## src/rtl/axi4_qos_rr_arbiter.sv

```systemverilog
// N-master QoS arbiter for one AXI4 slave port: highest QoS wins, round-robin breaks ties, grant locked until done.
// Optional build macro AXI4_ARB_AGING_EN promotes masters that have waited AGE_LIMIT cycles above every QoS level.
module axi4_qos_rr_arbiter #(
   parameter int NUM_MASTERS = 4,
   parameter int IDX_W       = $clog2(NUM_MASTERS),
   parameter int AGE_W       = 6,
   parameter int AGE_LIMIT   = 32
) (
   input  logic                     aclk,
   input  logic                     areset,
   input  logic [NUM_MASTERS-1:0]   req,
   input  logic [4*NUM_MASTERS-1:0] qos,
   input  logic                     done,
   output logic [NUM_MASTERS-1:0]   grant,
   output logic                     grant_valid,
   output logic [IDX_W-1:0]         grant_idx
);

   localparam logic STATE_IDLE   = 1'b0;
   localparam logic STATE_LOCKED = 1'b1;

   localparam logic [IDX_W:0]   NUM_M    = (IDX_W+1)'(NUM_MASTERS);
   localparam logic [IDX_W-1:0] LAST_IDX = IDX_W'(NUM_MASTERS-1);

   if (NUM_MASTERS < 2 || NUM_MASTERS > 16 || AGE_LIMIT < 1 || AGE_LIMIT >= (1 << AGE_W)) begin : g_bad_params
      $error("axi4_qos_rr_arbiter: parameter out of range");
   end

   logic             state;
   logic [IDX_W-1:0] rr_ptr;
   logic [4:0]       eff_qos [NUM_MASTERS];

`ifdef AXI4_ARB_AGING_EN
   localparam logic [AGE_W-1:0] AGE_MAX = AGE_W'(AGE_LIMIT);

   logic [AGE_W-1:0] age [NUM_MASTERS];

   always_ff @(posedge aclk) begin
      for (int i = 0; i < NUM_MASTERS; i++) begin
         if (areset || !req[i] || grant[i]) begin
            age[i] <= '0;
         end else if (age[i] != AGE_MAX) begin
            age[i] <= age[i] + 1'b1;
         end
      end
   end

   // An aged master sits one level above the highest architectural QoS value.
   always_comb begin
      for (int i = 0; i < NUM_MASTERS; i++) begin
         eff_qos[i] = (age[i] == AGE_MAX) ? 5'd16 : {1'b0, qos[4*i +: 4]};
      end
   end
`else
   always_comb begin
      for (int i = 0; i < NUM_MASTERS; i++) begin
         eff_qos[i] = {1'b0, qos[4*i +: 4]};
      end
   end
`endif

   logic [4:0]       max_qos;
   logic [IDX_W-1:0] winner;
   logic [IDX_W:0]   scan;
   logic             found;

   // Scan upward from rr_ptr, wrapping, and take the first requester at the top QoS level.
   always_comb begin
      max_qos = '0;
      for (int i = 0; i < NUM_MASTERS; i++) begin
         if (req[i] && (eff_qos[i] > max_qos)) begin
            max_qos = eff_qos[i];
         end
      end
      winner = '0;
      found  = 1'b0;
      scan   = '0;
      for (int k = 0; k < NUM_MASTERS; k++) begin
         scan = {1'b0, rr_ptr} + (IDX_W+1)'(k);
         if (scan >= NUM_M) begin
            scan = scan - NUM_M;
         end
         if (!found && req[scan[IDX_W-1:0]] && (eff_qos[scan[IDX_W-1:0]] == max_qos)) begin
            found  = 1'b1;
            winner = scan[IDX_W-1:0];
         end
      end
   end

   always_ff @(posedge aclk) begin
      if (areset) begin
         state       <= STATE_IDLE;
         grant       <= '0;
         grant_valid <= 1'b0;
         grant_idx   <= '0;
         rr_ptr      <= '0;
      end else if (state == STATE_IDLE) begin
         if (|req) begin
            state       <= STATE_LOCKED;
            grant       <= NUM_MASTERS'(1) << winner;
            grant_valid <= 1'b1;
            grant_idx   <= winner;
            rr_ptr      <= (winner == LAST_IDX) ? '0 : winner + 1'b1;
         end
      end else begin
         // A withdrawn owner releases the port even without a completion pulse.
         if (done || !req[grant_idx]) begin
            state       <= STATE_IDLE;
            grant       <= '0;
            grant_valid <= 1'b0;
         end
      end
   end

endmodule
```

## config.mk

```make
export PLATFORM = sky130hd
export DESIGN_NAME = axi4_qos_rr_arbiter
export DESIGN_NICKNAME = d
export VERILOG_FILES = /design/src/rtl/axi4_qos_rr_arbiter.sv
export SDC_FILE = /design/constraint.sdc
export NUM_CORES = 1
export LEC_CHECK = 0
export CORE_ASPECT_RATIO = 1.5
export CORE_MARGIN = 2
export CORE_UTILIZATION = 50
export CTS_CLUSTER_DIAMETER = 50
export DETAILED_ROUTE_END_ITERATION = 10
export GPL_TIMING_DRIVEN = 0
export PLACE_DENSITY_LB_ADDON = 0.2
export SLEW_MARGIN = 20
export SYNTH_ARGS = -nofsm -noshare
export SYNTH_HDL_FRONTEND = slang
export SYNTH_SLANG_ARGS = --single-unit
```

## constraint.sdc

```tcl
create_clock -name aclk -period 18.4 [get_ports aclk]
set_input_delay 3.68 -clock aclk [delete_from_list [all_inputs] [get_ports aclk]]
set_output_delay 3.68 -clock aclk [all_outputs]
set_load 0.02 [all_outputs]
```

==> summary.md <==
| Metric | Value |
|---|---|
| R2R depth | 12 |
| Prevailing post-synth register cell | dfxtp_1 |
| Hold Path Class | reg2reg |
| DRT antenna net count | 0 |
| Area growth from synthesis to layout | 20.0% |
| Drt first pass iters | 4 |
| CP peak stage delay | 0.63 ns |
| First-pass GRT wire length | 8260 um |
| Critical Path RT | 18.51 ns |
| Chip width | 54.0 um |
| P_int | 113 uW |
| # diodes | 0 |
| Crit path launch | req[0] |
| Total CTS buffers | 3 |
| Worst-Skew Late Latency | 0.23 ns |
| Drt wl/cell | 16.5 um |
| Min Tclk post-route | 9.43 ns |
| Post_cts resized | 0 |
| Clock root cell | clkbuf_8 |
| Layout cell share with drive strength beyond 1 | 0.198 |
| Setup TNS | 0 ns |
| CP Launch Type | input pin |
| RR Endpoint | grant[1] |
| Clock Tree Buf Depth | 2 |
| Netlist cell types | 58 |
| WL final | 5050 um |
| Clock sink count | 10 |
| Largest net degree at the start of global routing | 11 |
| Post-CTS Repair Setup Buffers | 0 |
| Rows | 27 |
| Top cells by count, synth | 32 x nor2_1, 23 x a21oi_1, 19 x nand2_1, 16 x ha_1, 15 x mux2i_1 |
| Slew Viols, Final | 0 |
| Util after Layout | 0.622 |
| Clock slew at reported path FFs | 0.05 ns |
| FF-to-FF setup slack | 15.18 ns |
| Switching power | 101 uW |
| Place WS | 8.71 ns |
| Tightest Pin Transition | 0.577 ns |
| Seq/Total Area, Yosys | 0.107 |
| Routability cong. | 0.903 |
| TritonCTS clock tree | done |
| H-tree levels | 1 |
| Vias per inst | 5.98 |
| Yosys top cell by area | dfxtp_1 |
| Die area | 0.00426 mm2 |
| Peak supply drop | 0.0926 mV |
| Final Hold Vio Count | 0 |
| CP Class | in2reg |
| Die Height | 79.0 um |
| F_max | 106 MHz |
| Switching Share | 0.471 |
| Comb pwr share | 0.757 |
| Hold_buf cts | 0 |
| Number of global-route vias before repair | 1863 |
| Post-Synthesis Cells | 232 |
| Starting Density | 0.518 |
| Most common cell in the netlist | nor2_1 |
| Synth top area share | 0.107 |
| Post-route DRC | 0 |
| Design Area, Final | 0.00225 mm2 |
| CP Capture Type | flip-flop |
| Max-slew headroom | 0.611 |
| Slowest CP cell | clkdlybuf4s50_1 |
| IO Pins | 30 |
| Final WS setup | 8.97 ns |
| IO Port Bufs | 28 |
| Nets@finish | 304 |
| Worst r2r src | rr_ptr[0] |
| Status | finished clean |
| Yosys reg bits | 10 |
| Setup violators final | 0 |
| Filler cells | 325 |
| Avg Inst Size Synth | 8.07 um2 |
| Crit path max fanout | 8 |
| Cell Area, Synth | 0.00187 mm2 |
| RSZ-0062 raised after global routing | false |
| Initial antenna violation count | 0 |
| Sequential share of power | 0.137 |
| Syn_nets | 271 |
| GRT Overall Usage | 0.256 |
| Via count | 1831 |
| Detailed Place HPWL | 4130 um |
| Max Cap Violations | 0 |
| GR Overflow Total | 0 |
| Clock Power Share | 0.106 |
| 1st-iter DRT viols | 63 |
| Async SR Flop Fraction | 0 |
| P_leak | 0.000890 uW |
| Pwr per Cell Area | 94.9 mW/mm2 |
| Post-synth EDFFs | 0 |
| Crit share post-route | 0.513 |
| Core box area | 0.00361 mm2 |
| Clock Skew | 0.000798 ns |
| Top cells by area, synth | dfxtp_1 11%, ha_1 11%, mux2i_1 8.0% |
| DP Area | 0.00221 mm2 |
| Critical Path AT | 9.55 ns |
| Critical path capture point | rr_ptr[1] |
| Yosys warns | 0 |
==> layout make-up <==
type | instances | area, um2 | share of cell area
multi-input combinational | 202 | 1590 | 0.707
timing repair buffer | 28 | 280 | 0.125
sequential | 10 | 200 | 0.0890
tap | 43 | 53.8 | 0.0239
clock buffer | 3 | 41.3 | 0.0184
buffer | 9 | 41.3 | 0.0184
inverter | 11 | 41.3 | 0.0184
==> worst max-delay path: cells and delay by family <==
kind | cells | cell delay (ns)
AND/OR/NAND/NOR | 12 | 2.01
AO/OA/AOI/OAI | 7 | 1.72
adder cells (fa/ha/maj) | 4 | 1.16
buffers and inverters | 1 | 0.63
XOR/XNOR | 1 | 0.18
multiplexers | 1 | 0.14
==> cells by family (layout without fill, tap and decap cells) <==
group	Yosys count	count (layout)	share of synthesized area
simple gates	88	88	0.261
compound gates	62	62	0.287
mux	24	24	0.134
buf+inv	20	51	0.0441
fa+ha+maj	16	16	0.107
xor+xnor	12	12	0.0601
flops	10	10	0.107
==> layout by cell type, fill, tap and decap left out, drive strengths merged, types with 2 or more instances in the layout <==
cell | synthesis | routed
a41oi | 2 | 2
nor3 | 2 | 2
o211ai | 2 | 2
buf | 7 | 7
nand2 | 19 | 19
mux2 | 9 | 9
mux2i | 15 | 15
o311ai | 4 | 4
a22oi | 4 | 4
nor2 | 32 | 32
dfxtp | 10 | 10
a21oi | 28 | 28
and2 | 7 | 7
inv | 11 | 11
nor4b | 2 | 2
clkbuf | 2 | 5
nor4 | 4 | 4
nor2b | 4 | 4
nand4 | 4 | 4
a21o | 2 | 2
ha | 16 | 16
xnor2 | 9 | 9
and3 | 7 | 7
a2111oi | 2 | 2
and4 | 2 | 2
a211o | 4 | 4
o21ai | 5 | 5
clkdlybuf4s50 | 0 | 28
xor2 | 3 | 3
nand3 | 2 | 2
==> power groups by stage <==
stage                     combinational, uW  clock (uW)  sequential [uW]
after CTS                               161        22.5             29.2
after global placement                  158           0             29.2
after floorplan                         122           0             31.7
after global routing                    178        23.4             29.8
after detailed placement                160           0             29.4
final                                   162        22.6             29.2
==> sequential cells by signal, indices dropped and copies added (netlist names) <==
register and cells:
state 1, grant_valid 1, grant 4, grant_idx 2, rr_ptr 2
==> worst min path at each step <==
stage	start	end	slack [ns]	depth (start not counted)
floorplan	state	state	0.58	4
global placement	grant_valid	grant_valid	0.48	2
detailed placement	grant_valid	grant_valid	0.49	2
CTS	grant_valid	grant_valid	0.50	2
global route	grant_valid	grant_valid	0.52	2
finish	grant_valid	grant_valid	0.49	2
==> routing by layer <==
layer | part of all wire | GRT usage
met5 | 0 | 0
met4 | 0.031 | 0.0950
met3 | 0.024 | 0.0244
met1 | 0.40 | 0.263
met2 | 0.55 | 0.499
==> stage by stage <==
step           total power, uW  hold WS [ns]  cells
3_3_place_gp               187         0.477    303
2_1_floorplan              154         0.576    232
6_report                   213         0.491    306
4_1_cts                    212         0.499    306
5_1_grt                    231         0.525    306
3_5_place_dp               189         0.486    303
No activity file was read; power rests on OpenSTA's default activity.
